## src/rtl/fetch_pkg.sv

```systemverilog
// Shared constants and types for the instruction fetch unit.
package fetch_pkg;

  localparam int INSTR_W     = 32;
  localparam int ADDR_W      = 32;
  localparam int DEF_DEPTH   = 2;
  localparam int DEF_TIMEOUT = 255;

  // Fetch FSM encoding
  localparam logic [1:0] IDLE = 2'd0;
  localparam logic [1:0] REQ  = 2'd1;
  localparam logic [1:0] KILL = 2'd2;

  // One buffered fetch result: where it came from and what came back
  typedef struct packed {
    logic [ADDR_W-1:0]  pc;
    logic [INSTR_W-1:0] instr;
  } fetch_entry_t;

endpackage

```

## src/rtl/fetch_buffer.sv

```systemverilog
// Small FIFO holding completed fetches for the decode stage.
// Flush empties the FIFO and wins over a same-cycle pop or push.
module fetch_buffer
  import fetch_pkg::*;
#(
  parameter  int DEPTH = DEF_DEPTH,
  localparam int PW    = $clog2(DEPTH)
) (
  input  logic         clk_i,
  input  logic         rst_ni,
  input  logic         push_i,
  input  logic         pop_i,
  input  logic         flush_i,
  input  fetch_entry_t wdata_i,
  output fetch_entry_t head_o,
  output logic [PW:0]  count_o,
  output logic         full_o
);

  fetch_entry_t  mem_q [DEPTH];
  logic [PW-1:0] wr_q, rd_q;
  logic [PW:0]   count_q;
  logic          do_push, do_pop;

  assign full_o  = (count_q == (PW+1)'(DEPTH));
  assign do_pop  = pop_i & (count_q != '0);
  assign do_push = push_i & ~full_o;
  assign head_o  = mem_q[rd_q];
  assign count_o = count_q;

  // Storage, wrapping pointers and occupancy
  always_ff @(posedge clk_i or negedge rst_ni) begin
    if (!rst_ni) begin
      wr_q    <= '0;
      rd_q    <= '0;
      count_q <= '0;
      for (int i = 0; i < DEPTH; i++) mem_q[i] <= '0;
    end else if (flush_i) begin
      wr_q    <= '0;
      rd_q    <= '0;
      count_q <= '0;
    end else begin
      if (do_push) begin
        mem_q[wr_q] <= wdata_i;
        wr_q        <= wr_q + PW'(1);
      end
      if (do_pop) rd_q <= rd_q + PW'(1);
      if (do_push && !do_pop)      count_q <= count_q + (PW+1)'(1);
      else if (!do_push && do_pop) count_q <= count_q - (PW+1)'(1);
    end
  end

endmodule

```

## src/rtl/fetch_unit.sv

```systemverilog
// Instruction fetch: issues one memory request at a time from PCResult,
// buffers returned words for decode and tells the PC register when to move.
// Optional macro FETCH_TIMEOUT_EN adds a sticky wait-timeout flag (FetchErr).
module fetch_unit
  import fetch_pkg::*;
#(
  parameter int DEPTH   = DEF_DEPTH,
  parameter int TIMEOUT = DEF_TIMEOUT
) (
  input  logic               Clk,
  input  logic               Reset,
  input  logic [ADDR_W-1:0]  PCResult,
  input  logic               Redirect,
  input  logic               DecodeReady,
  output logic               MemReq,
  output logic [ADDR_W-1:0]  MemAddr,
  input  logic               MemAck,
  input  logic [INSTR_W-1:0] MemRdata,
  output logic               NotStall,
  output logic               InstrValid,
  output logic [INSTR_W-1:0] Instruction,
  output logic [ADDR_W-1:0]  InstrPC,
  output logic               FetchErr
);

  localparam int PW = $clog2(DEPTH);

  logic [1:0]        state_q, state_d;
  logic              req_q, req_d;
  logic [ADDR_W-1:0] addr_q, addr_d;
  logic              push, pop, full;
  logic [PW:0]       count;
  fetch_entry_t      head, wentry;

  // Only a live (non-killed) request completing without a redirect is kept
  assign push     = (state_q == REQ) & MemAck & ~Redirect;
  assign pop      = InstrValid & DecodeReady & ~Redirect;
  assign NotStall = Reset & (Redirect | push);
  assign wentry   = '{pc: addr_q, instr: MemRdata};

  assign MemReq      = req_q;
  assign MemAddr     = addr_q;
  assign InstrValid  = (count != '0);
  assign Instruction = head.instr;
  assign InstrPC     = head.pc;

  fetch_buffer #(.DEPTH(DEPTH)) u_buf (
    .clk_i   (Clk),
    .rst_ni  (Reset),
    .push_i  (push),
    .pop_i   (pop),
    .flush_i (Redirect),
    .wdata_i (wentry),
    .head_o  (head),
    .count_o (count),
    .full_o  (full)
  );

  // Next state: the memory request can never be withdrawn, so a redirect
  // mid-request parks in KILL until the ack drains it.
  always_comb begin
    state_d = state_q;
    req_d   = req_q;
    addr_d  = addr_q;
    case (state_q)
      IDLE: if (!full && !Redirect) begin
        state_d = REQ;
        req_d   = 1'b1;
        addr_d  = PCResult;
      end
      REQ: if (MemAck) begin
        state_d = IDLE;
        req_d   = 1'b0;
      end else if (Redirect) begin
        state_d = KILL;
      end
      KILL: if (MemAck) begin
        state_d = IDLE;
        req_d   = 1'b0;
      end
      default: begin
        state_d = IDLE;
        req_d   = 1'b0;
      end
    endcase
  end

  // FSM and memory-side request registers
  always_ff @(posedge Clk or negedge Reset) begin
    if (!Reset) begin
      state_q <= IDLE;
      req_q   <= 1'b0;
      addr_q  <= '0;
    end else begin
      state_q <= state_d;
      req_q   <= req_d;
      addr_q  <= addr_d;
    end
  end

`ifdef FETCH_TIMEOUT_EN
  localparam int WW = ($clog2(TIMEOUT + 1) > 8) ? $clog2(TIMEOUT + 1) : 8;

  logic [WW-1:0] wait_q, wait_d;
  logic          err_q, err_d;
  logic          enter_wait;

  // Counter restarts whenever a new REQ or KILL phase begins
  assign enter_wait = (state_d != state_q) && (state_d != IDLE);
  assign FetchErr   = err_q;

  // Saturating wait counter; the flag is sticky until reset
  always_comb begin
    wait_d = wait_q;
    err_d  = err_q;
    if (enter_wait) begin
      wait_d = '0;
    end else if (req_q && !MemAck && (wait_q != '1)) begin
      wait_d = wait_q + WW'(1);
      if (wait_d >= WW'(TIMEOUT)) err_d = 1'b1;
    end
  end

  // Timeout state registers
  always_ff @(posedge Clk or negedge Reset) begin
    if (!Reset) begin
      wait_q <= '0;
      err_q  <= 1'b0;
    end else begin
      wait_q <= wait_d;
      err_q  <= err_d;
    end
  end
`else
  // TIMEOUT only matters when the timeout check is built in
  logic unused_timeout;
  assign unused_timeout = ^TIMEOUT;
  assign FetchErr       = 1'b0;
`endif

endmodule

```

## config.mk

```make
export PLATFORM = sky130hd
export DESIGN_NAME = fetch_unit
export DESIGN_NICKNAME = d
export VERILOG_FILES = /design/src/rtl/fetch_pkg.sv /design/src/rtl/fetch_buffer.sv /design/src/rtl/fetch_unit.sv
export SDC_FILE = /design/constraint.sdc
export NUM_CORES = 1
export LEC_CHECK = 0
export ABC_AREA = 1
export CORE_MARGIN = 8
export CORE_UTILIZATION = 45
export DETAILED_ROUTE_END_ITERATION = 8
export PLACE_DENSITY = 0.86
export RECOVER_POWER = 50
export SLEW_MARGIN = 0
export SYNTH_ARGS = -nofsm -noshare
export SYNTH_HDL_FRONTEND = slang
export SYNTH_SLANG_ARGS = --single-unit
```

## constraint.sdc

```tcl
create_clock -name Clk -period 1.45 [get_ports Clk]
set_input_delay 0.2175 -clock Clk [delete_from_list [all_inputs] [get_ports Clk]]
set_output_delay 0.2175 -clock Clk [all_outputs]
set_load 0.01 [all_outputs]
```

# Word level (Yosys, flattened, before mapping)
# Index checks and enable logic that the tools add are counted.
[classes] n_eq_ne=7 bitwise_logic=12 n_reduce_logical=18 muxes=21 addsub=4 order_cmp=3
[op_table] operator="2-to-1 mux 64 bit" n=4
[op_table] operator="bitwise mux 128 bit" n=1
[op_table] operator="demux 64 bit (select 1 bit)" n=1
[op_table] operator="2-to-1 mux 2 bit" n=7
[op_table] operator="AND 1 bit" n=7
[op_table] operator="2-to-1 mux 1 bit" n=6
[op_table] operator="case mux 2 bit (3 select lines)" n=1
[op_table] operator="AND reduction 2 bit" n=3
[op_table] operator="nonzero test 2 bit" n=3
[op_table] operator="== test 2 bit (second input constant)" n=2
[op_table] operator=">= comparator 2 bit (second input constant)" n=2
[op_table] operator="logical AND 1 bit" n=4
[op_table] operator="logical NOT 1 bit" n=4
[op_table] operator="inequality test 2 bit (second input constant)" n=2
[op_table] operator="NOT 1 -> 2 bit" n=2
[op_table] operator="inequality test 3 bit (second input constant)" n=1
[op_table] operator="AND reduction 3 bit" n=1
[op_table] operator="nonzero test 3 bit" n=1
[op_table] operator="adder 1 bit (second input constant)" n=2
[op_table] operator="adder 2 x 1 -> 2 bit (second input constant)" n=1
[op_table] operator="== test 2 x 1 -> 1 bit (second input constant)" n=1
[op_table] operator="logical NOT 2 bit" n=1
[op_table] operator="less-than comparator 2 x 1 -> 1 bit (second input constant)" n=1
[op_table] operator="inequality test 2 x 1 -> 1 bit (second input constant)" n=1
[op_table] operator="5 further kinds" n=6
[word_totals] regBits=167 out_inout_bits=100 inputBits=69

# Longest topological paths before layout
# Gate-level depths: netlist of run 1.
[depth] word_depth=9 depth_mapped=11

# Cells and area by module
# A second synthesis of run 1 with hierarchy kept.
[hier_totals] cells_unflattened=900 area_unflattened_um2=7654.8
[by_module_without_submodules] module="fetch_buffer" n_inst=1 cells_each=724 area_each_um2=6125.9
[by_module_without_submodules] module="fetch_unit" n_inst=1 cells_each=176 area_each_um2=1529.0

# Least setup slack after synthesis of run 1
# Ideal clock, no wire load.
[synth_timing] path_type="reg-to-reg" start="register state_q[1]" end="register u_buf.mem_q[31] (netlist bit)" setup_time_ns=0.123 path_stages_with_launch=10 slack_ns=-0.093 synth_period_minus_slack_ns=1.543 path_buffers=2 arrival_ns=1.420 cell_sequence="dfrtp_1 > inv_1 > ha_1 > nand2_1 > nor2_2 > nand2_2 > buf_6 > buf_2 > o21ai_0 > nand2_1"
[synth_between] elab_chain_len=5
[synth_rtl] item="start: declaration" line="fetch_unit.sv:28" rtl="logic [1:0] state_q, state_d;"
[synth_rtl] item="start signal: assignment" line="fetch_unit.sv:95" rtl="state_q <= state_d;"
[synth_rtl] item="== test 2 x 1 -> 1 bit" line="fetch_unit.sv:36" rtl="assign push = (state_q == REQ) & MemAck & ~Redirect;"
[synth_rtl] item="AND 1 bit (2 in series)" line="fetch_unit.sv:36"
[synth_rtl] item="AND 1 bit" line="fetch_buffer.sv:27" rtl="assign do_push = push_i & ~full_o;"
[synth_rtl] item="AND reduction 2 bit (no line)"
[synth_rtl] item="end signal: indexed assignment" line="fetch_buffer.sv:44" rtl="mem_q[wr_q] <= wdata_i;"
[synth_rtl] item="end: declaration" line="fetch_buffer.sv:20" rtl="fetch_entry_t mem_q [DEPTH];"
# Every way passes these cells.
# A chain may end at the register's enable or synchronous reset.

# Worst setup path in the final report of run 1
[layout_timing] start="register u_buf.rd_q" end="output port Instruction[5]"
[layout_between] elab_chain_len=4
[layout_rtl] item="start: declaration" line="fetch_buffer.sv:21" rtl="logic [PW-1:0] wr_q, rd_q;"
[layout_rtl] item="start signal: assignment" line="fetch_buffer.sv:47" rtl="if (do_pop) rd_q <= rd_q + PW'(1);"
[layout_rtl] item="NOT 1 -> 2 bit (implied by the code)" line="fetch_buffer.sv:28" rtl="assign head_o = mem_q[rd_q];"
[layout_rtl] item="2-to-1 mux 64 bit (implied by the code) (3 in series)" line="fetch_buffer.sv:28"
[layout_rtl] item="end: declaration" line="fetch_unit.sv:21" rtl="output logic [INSTR_W-1:0] Instruction,"
# Every way passes these cells. The select of a mux whose other input is x is not followed.

==> results_dict.tcl, run 1 <==
set metrics [dict create \
    cts.sinks 167 \
    final.period_utilization 1.313 \
    grtUsageTotal 0.2323 \
    crit_family "flip-flops" \
    htree_levels 4 \
    fp-row-count 46 \
    cts.clk_slew.worst_paths_ps 60 \
    overflow 0 \
    synth.area.mux_share 0.04918 \
    hold_ws_ps 334.2 \
    synth_seq_cells 167 \
    layout.nets 1141 \
    endpoint_kind "output pin" \
    critPathMaxStageDelay_ps 570 \
    crit_cells 4 \
    layout_min_cycle_time_ps 1904 \
    yosys.area_share.simple 0.1563 \
    peakVddDrop_mv 1.256 \
    grt_pass1_wl_mm 36.95 \
    synth_xor_area_frac 0 \
    fin_ws_ps -453.5 \
    coreArea_mm2 0.01589 \
    worstPathCellList "buf_8, buf_12, o21ai_1, buf_2" \
    cts-buffers-inserted 17 \
    min_from "Redirect" \
    skew_ps 11.86 \
    synthCells 827 \
    slowest_stage "dfrtp_4" \
    drive_above_1_share 0.4810 \
    die_h_um 143.6 \
    synth_top_family_by_area "simple AND/OR/NAND/NOR gates" \
    dieArea_mm2 0.02062 \
    power_mw 24.94 \
    via_count 7207 \
    startpoint_type "flop" \
    yosysWarningCount 0 \
    drt_drc_violations_left 0 \
    finalNonFillerCells 1295 \
    synth_compound_area_frac 0.1376 \
    drt_iter0_markers 611 \
    max_cap_violations 0 \
    arrival_ps 1690 \
    crit_fanout 9 \
    reg2reg_to "u_buf.mem_q[103]" \
    tightest_slew_ps 649.4 \
    grt_pass1_vias 7086 \
    p_leak_nw 6.207 \
    finalSetupTns_ps -58020 \
    worstPathRequired_ps 1230 \
    max_freq_mhz 525.3 \
    wirelength_mm 28.28 \
    diodes 0 \
    hold_end "u_buf.count_o[0]" \
    synthesis.area_mm2 0.007327 \
    avgSynthCellArea_um2 8.860 \
    violations "negative setup slack" \
    synth_edf_count 0 \
    clk_path_buf_depth 2 \
    r2r_start "state_q[1]" \
    clock_latency_ps 440 \
    io_buffers 167 \
    antenna_found_initial 0 \
    cts_tree "built" \
    outcome "finished with violations" \
    r2r_cells 11 \
    syn_nets 900 \
    worst-path-buf-inv 3 \
    synthArstFlopShare 1.000 \
    criticalPathCategory "reg -> out" \
    place_hpwl_mm 13.36 \
    min_path_type "in -> reg" \
    setup_viol 251 \
    place_ws_ps -412.9 \
    initial_utilization 0.4612 \
    routedWlPerCell_um 21.83 \
    ys_seq_area_frac 0.5704 \
    r2r_slack_ps -370 \
    cts-root-buf "clkbuf_16" \
    worstHoldPathCells 5 \
    hold_violations 0 \
    ys_types 24 \
    synthFlopType "dfrtp_1" \
    post_drt_via_cell_ratio 5.565 \
    dr.pass1.iters 5 \
    cellPowerDensity_mw_per_mm2 2036 \
    synth_fa_ha_area_frac 0.006831 \
    dieWidth_um 143.6 \
    rsz0062_at_grt "true" \
    area_growth_pct 67.18 \
    gp_congestion 0.7846 \
    postRouteAntennaNets 0 \
    drv_slew 0 \
    dp_cells 1195 \
    relSlewSlack 0.5670 \
    grt_start_max_net_pins 115 \
    io_pins 169 \
]
per-layer routing:
layer,up-vias,track usage,routed length (um)
met5,-,0,0
met4,0,0.07748,1077
met3,84,0.06702,2155
met2,386,0.3844,14320
met1,3595,0.2863,10720
li1,3142,-,-
cell families (layout without fill, tap and decap cells):
kind of cell | Yosys count | after routing
AO/OA/AOI/OAI | 201 | 201
adder cells (fa/ha/maj) | 4 | 4
flip-flops | 167 | 167
multiplexers | 32 | 32
buffers and inverters | 127 | 379
AND/OR/NAND/NOR | 295 | 295
other | 1 | 1
how the worst max path moves through the flow:
stage,startpoint,end
finish,u_buf.rd_q,Instruction[5]
global route,u_buf.rd_q,Instruction[24]
CTS,u_buf.rd_q,Instruction[16]
detailed placement,u_buf.rd_q,Instruction[26]
global placement,u_buf.rd_q,Instruction[6]
floorplan,state_q[1],u_buf.mem_q[31]
where the power goes:
group	total (mW)	internal, mW	switching, mW
combinational	12.0	5.71	6.33
sequential	8.57	6.90	1.68
clock	4.33	2.46	1.87
total	24.9	15.1	9.88
repair_timing:
action / 4_1_cts / 5_1_grt
pin swaps: 9 / 38
hold buffers: 1 / 0
hold endpoints to repair: 131 / 0
resized for setup: 441 / 432
endpoints found under the setup margin: 261 / 258
buffers inserted: 35 / 14
cloned: 18 / 18
metrics by stage:
step,instance area (um2),utilization
CTS,10950,0.6894
global placement,9390,0.5911
detailed placement,9390,0.5911
finish,12250,0.7711
global route,12250,0.7711
floorplan,7346,-
final cells by class:
class | instances | area (um2)
fill | 988 | 3636
sequential | 167 | 4207
multi-input combinational | 533 | 3721
inverter | 75 | 281.5
clock buffer | 20 | 466.7
clock inverter | 10 | 80.08
timing repair buffer | 274 | 3223
tap | 216 | 270.3
cells in the mapped netlist (7+ instances only):
cell,number,share of area
mux2_2,29,0.045
nand3_1,7,0.0048
buf_6,8,0.012
dfrtp_1,167,0.57
buf_4,7,0.0072
buf_2,12,0.0082
clkbuf_1,22,0.011
o21ai_1,52,0.036
nand2_1,278,0.14
inv_1,72,0.037
o21ai_0,146,0.10
tightest hold or removal path, cell delays in order:
cell and delay [ps]:
dlymetal6s2s_1 190, buf_4 160, a21oi_2 40, nand2_1 60, nand2_1 50
cells in the final DEF, fill, tap and decap left out, drive strengths merged, types with 5 or more instances in the layout:
cell type and instances:
nand3 8, nor2 7, mux2 32, inv 75
o21ai 198, dlygate4sd2 5, dlymetal6s2s 29, clkbuf 33
clkdlybuf4s50 66, nand2 280, buf 158, dfrtp 167
clkinv 7
flip-flops by register name, indices dropped and copies added (netlist names):
name,cells
u_buf.count_o,2
u_buf.rd_q,1
u_buf.mem_q,128
state_q,2
MemReq,1
u_buf.wr_q,1
MemAddr,32
Note: power is estimated with default switching activity, not from simulation.
==> inputs of run 2 (changes only) <==
--- a/config.mk
+++ b/config.mk
@@ -7,9 +7,9 @@
 export LEC_CHECK = 0
 export ABC_AREA = 1
 export CORE_MARGIN = 8
-export CORE_UTILIZATION = 45
+export CORE_UTILIZATION = 50
 export DETAILED_ROUTE_END_ITERATION = 8
-export PLACE_DENSITY = 0.86
+export PLACE_DENSITY = 0.9
 export RECOVER_POWER = 50
 export SLEW_MARGIN = 0
 export SYNTH_ARGS = -nofsm -noshare
==> constraint.sdc (replaced) <==
create_clock -name Clk -period 2.1 [get_ports Clk]
set_input_delay 0.315 -clock Clk [delete_from_list [all_inputs] [get_ports Clk]]
set_output_delay 0.315 -clock Clk [all_outputs]
set_load 0.01 [all_outputs]
==> run 2 against run 1 <==
  * The run now ends clean
  * Cell area decreased by 22%
  * Die area decreased by 8.9%
  * Sequential share of layout area increased by 9.4 points
  * Flip-flop and latch count unchanged
  * Combinational power decreased by 54%
  * Register-to-register slack improved by 500 ps
  * Worst hold slack improved by 120 ps
  * Via count decreased by 14%
  * Worst setup slack improved by 510 ps
  * Sequential power decreased by 35%
==> results_dict.tcl, run 2 (synthesized netlist as in run 1, its figures left out) <==
set metrics [dict create \
    place_ws_ps 65.40 \
    place_hpwl_mm 12.33 \
    dr.pass1.iters 5 \
    cts-buffers-inserted 17 \
    hold_violations 0 \
    drv_slew 0 \
    utilization 0.6630 \
    largest_register "u_buf.mem_q" \
    layout_common_cells "278 x nand2_1, 166 x dfrtp_1, 134 x o21ai_0" \
    htree_levels 4 \
    dieWidth_um 137.1 \
    outcome "completed" \
    skew_ps 5.704 \
    clock_latency_ps 420 \
    grt_start_max_net_pins 168 \
    die_h_um 137.1 \
    multiInputGateArea_mm2 0.002570 \
    cts.sinks 167 \
    crit_fanout 33 \
    nFillCells 1125 \
    drt_drc_violations_left 0 \
    cellPowerDensity_mw_per_mm2 1485 \
    cts-root-buf "clkbuf_16" \
    wirelength_mm 18.98 \
    clk_path_buf_depth 2 \
    worstPathRequired_ps 1780 \
    coreArea_mm2 0.01442 \
    postRouteAntennaNets 0 \
    setup_viol 0 \
    startpoint "u_buf.rd_q" \
    criticalPathCategory "reg -> out" \
    rsz0062_at_grt "false" \
    grt_pass1_vias 6321 \
    peakVddDrop_mv 0.9438 \
    cts.clk_slew.worst_paths_ps 60 \
    via_count 6187 \
    power_mw 14.20 \
    area_growth_pct 30.52 \
    dieArea_mm2 0.01878 \
    final.period_utilization 0.9749 \
    worst-path-buf-inv 3 \
    hold_ws_ps 456.9 \
    io_pins 169 \
    gp_congestion 0.8422 \
    tightest_slew_ps 1479 \
    p_leak_nw 4.552 \
    drive_above_1_share 0.1179 \
    diodes 0 \
    min_path_type "in -> async" \
    largest_reg_flops 128 \
    drt_iter0_markers 508 \
    fp-row-count 44 \
    grt_pass1_wl_mm 30.88 \
    antenna_found_initial 0 \
    fin_ws_ps 52.73 \
    grtUsageTotal 0.2079 \
    routedWlPerCell_um 16.14 \
    post_drt_via_cell_ratio 5.261 \
    finalSetupTns_ps 0 \
    overflow 0 \
    startpoint_type "flop" \
    arrival_ps 1730 \
    regArea_mm2 0.004183 \
    cts_tree "built" \
    worstPathCellList "buf_4, buf_12, o21ai_0, clkdlybuf4s15_1" \
    critPathMaxStageDelay_ps 540 \
    endpoint_kind "output pin" \
    final_common_cell "nand2_1" \
    postCtsHoldBufs 0 \
    layout_min_cycle_time_ps 2047 \
    r2r_start "state_q[0]" \
    io_buffers 167 \
    relSlewSlack 0.01391 \
    slowest_stage "dfrtp_4" \
    max_freq_mhz 488.5 \
    layout.nets 1055 \
    max_cap_violations 0 \
    initial_utilization 0.5080 \
    crit_family "buffers and inverters" \
]
==> run 2: cell types whose count changed in the layout (fill, tap and decap cells not counted), moves of 27 or more <==
cell,delta
buf_2,-52
nand2_1,+165
clkdlybuf4s50_1,+27
o21ai_2,-73
dlymetal6s2s_1,-29
nand2_4,-58
buf_12,-27
o21ai_0,+93
dlygate4sd2_1,+29
nand2_2,-107
==> run 2: area by class of cell <==
class	count	share of cell area
tap	184	0.02407
inverter	75	0.02944
clock buffer	20	0.04776
sequential	167	0.4374
clock inverter	9	0.01335
multi-input combinational	533	0.2687
timing repair buffer	188	0.1792
==> run 2: worst paths after layout <==
check                                   to  slack [ps]  cells past startpoint
max in group asynchronous       u_buf.rd_q         530                      2
hold reg to reg            u_buf.mem_q[29]         480                      2
min in group Clk           u_buf.mem_q[31]         480                      3
hold / removal             u_buf.mem_q[66]         460                      2
setup / recovery                InstrPC[2]          50                      4
setup reg to reg               MemAddr[11]         130                      5
==> run 2: what timing repair did <==
item,CTS,global route
buffers inserted,4,0
gates resized for setup,94,66
pin swaps,0,0
endpoints found under the setup margin,65,33
==> run 2: worst register-to-register path, stage by stage (launching register included) <==
cell and delay (ps):
dfrtp_1 380, inv_1 90, ha_1 260, nand3_2 80
buf_2 600, mux2_2 450
==> run 2: per-stage QoR <==
step	area (um2)	cells
after floorplan	7327	827
after global placement	9163	1143
after detailed placement	9163	1143
after CTS	9719	1176
after global routing	9563	1176
final	9563	1176
==> run 2: routing by layer <==
| metal | wire [um] | up-vias | share of wire | GRT usage |
|---|---|---|---|---|
| li1 | - | 2939 | - | - |
| met1 | 7920 | 2973 | 0.42 | 0.2608 |
| met4 | 358 | 0 | 0.019 | 0.08811 |
| met2 | 9125 | 245 | 0.48 | 0.3304 |
| met5 | 0 | - | 0 | 0 |
| met3 | 1579 | 30 | 0.083 | 0.05910 |
==> run 2: power breakdown <==
part	switching [mW]	leakage (nW)	total [mW]	internal, mW
sequential	0.840	2.10	5.56	4.72
clock	1.20	0.280	3.11	1.91
combinational	3.04	2.17	5.53	2.49
total	5.08	4.55	14.2	9.12
==> inputs of run 3 (changes only) <==
--- a/config.mk
+++ b/config.mk
@@ -7,9 +7,10 @@
 export LEC_CHECK = 0
 export ABC_AREA = 1
 export CORE_MARGIN = 8
-export CORE_UTILIZATION = 50
+export CORE_UTILIZATION = 52
+export CTS_BUF_LIST = sky130_fd_sc_hd__clkbuf_8
 export DETAILED_ROUTE_END_ITERATION = 8
-export PLACE_DENSITY = 0.9
+export PLACE_DENSITY = 0.93
 export RECOVER_POWER = 50
 export SLEW_MARGIN = 0
 export SYNTH_ARGS = -nofsm -noshare
==> run 3 against run 2 <==
  * The flow now finishes with violations (max-slew violations)
  * Power is 5.7% lower
  * Register-to-register slack gained 70 ps
  * Flip-flop and latch count did not move
  * Critical path type unchanged
  * Sequential power about the same
  * Clock skew is 7.8 ps higher
  * First-iteration DRC count fell by 5.1%
  * Largest power group is now combinational cells
  * Cell count shrank 0.26%
==> results_dict.tcl, run 3 (synthesized netlist as in run 1, its figures left out) <==
set metrics [dict create \
    worstPathRequired_ps 1780 \
    routedWlPerCell_um 16.04 \
    endpoint_kind "output pin" \
    largest_register "u_buf.mem_q" \
    final.period_utilization 0.9674 \
    tightest_slew_ps 1551 \
    postRouteAntennaNets 0 \
    io_buffers 167 \
    overflow 0 \
    io_pins 169 \
    grtUsageTotal 0.2100 \
    skew_ps 13.51 \
    drive_above_1_share 0.1017 \
    setup_viol 0 \
    finalSetupTns_ps 0 \
    coreArea_mm2 0.01383 \
    initial_utilization 0.5299 \
    largest_reg_flops 128 \
    violations "max-slew violations" \
    hold_ws_ps 326.5 \
    layout_common_cells "278 x nand2_1, 166 x dfrtp_1, 135 x o21ai_0" \
    crit_fanout 42 \
    switching_share 0.3755 \
    drt_drc_violations_left 0 \
    area_growth_pct 29.13 \
    final_common_cell "nand2_1" \
    peakVddDrop_mv 1.010 \
    p_switching_mw 5.029 \
    layout.nets 1054 \
    rsz0062_at_grt "false" \
    place_hpwl_mm 12.80 \
    cts-root-buf "clkbuf_8" \
    seqPwrFrac 0.414 \
    max_freq_mhz 492.3 \
    antenna_found_initial 0 \
    cellPowerDensity_mw_per_mm2 1416 \
    fp-row-count 43 \
    cts.clk_slew.worst_paths_ps 80 \
    nFillCells 1055 \
    wirelength_mm 18.81 \
    die_h_um 134.7 \
    layout_min_cycle_time_ps 2031 \
    max_cap_violations 0 \
    dieArea_mm2 0.01815 \
    drv_slew 93 \
    grt_pass1_vias 6129 \
    relSlewSlack -0.03397 \
    p_leak_nw 4.498 \
    htree_levels 4 \
    dieWidth_um 134.7 \
    min_path_type "in -> async" \
    cts-buffers-inserted 17 \
    cts_tree "built" \
    power.internal_mw 8.366 \
    clk_path_buf_depth 2 \
    post_drt_via_cell_ratio 5.225 \
    gp_congestion 0.7779 \
    startpoint_type "flop" \
    clock_latency_ps 450 \
    outcome "finished with violations" \
    clock_power_share 0.166 \
    criticalPathCategory "reg -> out" \
    grt_start_max_net_pins 168 \
    diodes 0 \
    hold_violations 0 \
    grt_pass1_wl_mm 30.73 \
    dr.pass1.iters 5 \
    arrival_ps 1720 \
    via_count 6129 \
    combPwrFrac 0.420 \
    drt_iter0_markers 482 \
    cts.sinks 167 \
]
-- run 3: changes by cell type in the layout (fill, tap and decap cells not counted), moves of 5 or more --
cell             before  now
buf_4                13    8
clkbuf_2             25    8
dlygate4sd2_1        34   52
clkdlybuf4s50_1      93   98
dlygate4sd3_1         8    3
clkbuf_16            17    0
clkbuf_8              2   18
-- run 3: layout make-up --
class | count | area [um2] | share of cell area
tap | 180 | 225.2 | 0.02380
clock inverter | 13 | 132.6 | 0.01402
clock buffer | 18 | 247.7 | 0.02618
sequential | 167 | 4183 | 0.4421
timing repair buffer | 187 | 1833 | 0.1937
inverter | 75 | 281.5 | 0.02975
multi-input combinational | 533 | 2559 | 0.2704
-- run 3: worst max-delay path, cell delays in order, from the launching register on --
cell	delay, ps
dfrtp_4	520
buf_12	180
buf_12	170
o21ai_2	150
clkdlybuf4s15_2	240
-- run 3: metal layers --
metal / GRT usage / vias to the layer above / share of wire
met5: 0 / - / 0
met3: 0.06649 / 29 / 0.076
met4: 0.07424 / 0 / 0.019
met1: 0.2602 / 2980 / 0.41
li1: - / 2926 / -
met2: 0.3387 / 194 / 0.49
-- run 3: power groups by stage --
stage / Combinational, mW / Clock [mW] / Sequential, mW
after floorplan: 2.91 / 0 / 5.51
after global placement: 6.02 / 0 / 5.49
after detailed placement: 6.22 / 0 / 5.58
after CTS: 5.79 / 2.26 / 5.54
after global routing: 6.24 / 2.39 / 5.71
final: 5.62 / 2.22 / 5.55
-- run 3: final timing paths --
kind	to	startpoint	slack [ps]	depth (start not counted)
worst min-delay path	u_buf.mem_q[28]	Reset	330	2
worst max register to register	u_buf.mem_q[21]	state_q[1]	200	9
worst max-delay path	InstrPC[5]	u_buf.rd_q	70	4
min in group Clk	u_buf.mem_q[31]	MemRdata[31]	430	3
max in group asynchronous	u_buf.mem_q[108]	Reset	650	2
worst min register to register	MemReq	MemReq	490	2
-- run 3: repair_timing --
action / 4_1_cts / 5_1_grt
endpoints found under the setup margin: 65 / 14
resized for setup: 94 / 19
hold buffers: 0 / 0
setup buffers: 0 / 0
-- run 3: per-stage QoR --
stage | util | total power, mW | instance area (um2) | worst slack, ps | std cells
detailed placement | 0.6666 | 11.80 | 9218 | 102.9 | 1142
CTS | 0.6897 | 13.58 | 9537 | 2.047 | 1173
finish | 0.6843 | 13.40 | 9462 | 68.54 | 1173
global route | 0.6843 | 14.35 | 9462 | 3.557 | 1173
global placement | 0.6666 | 11.50 | 9218 | 137.0 | 1142
floorplan | - | 8.419 | 7327 | 557.4 | 827
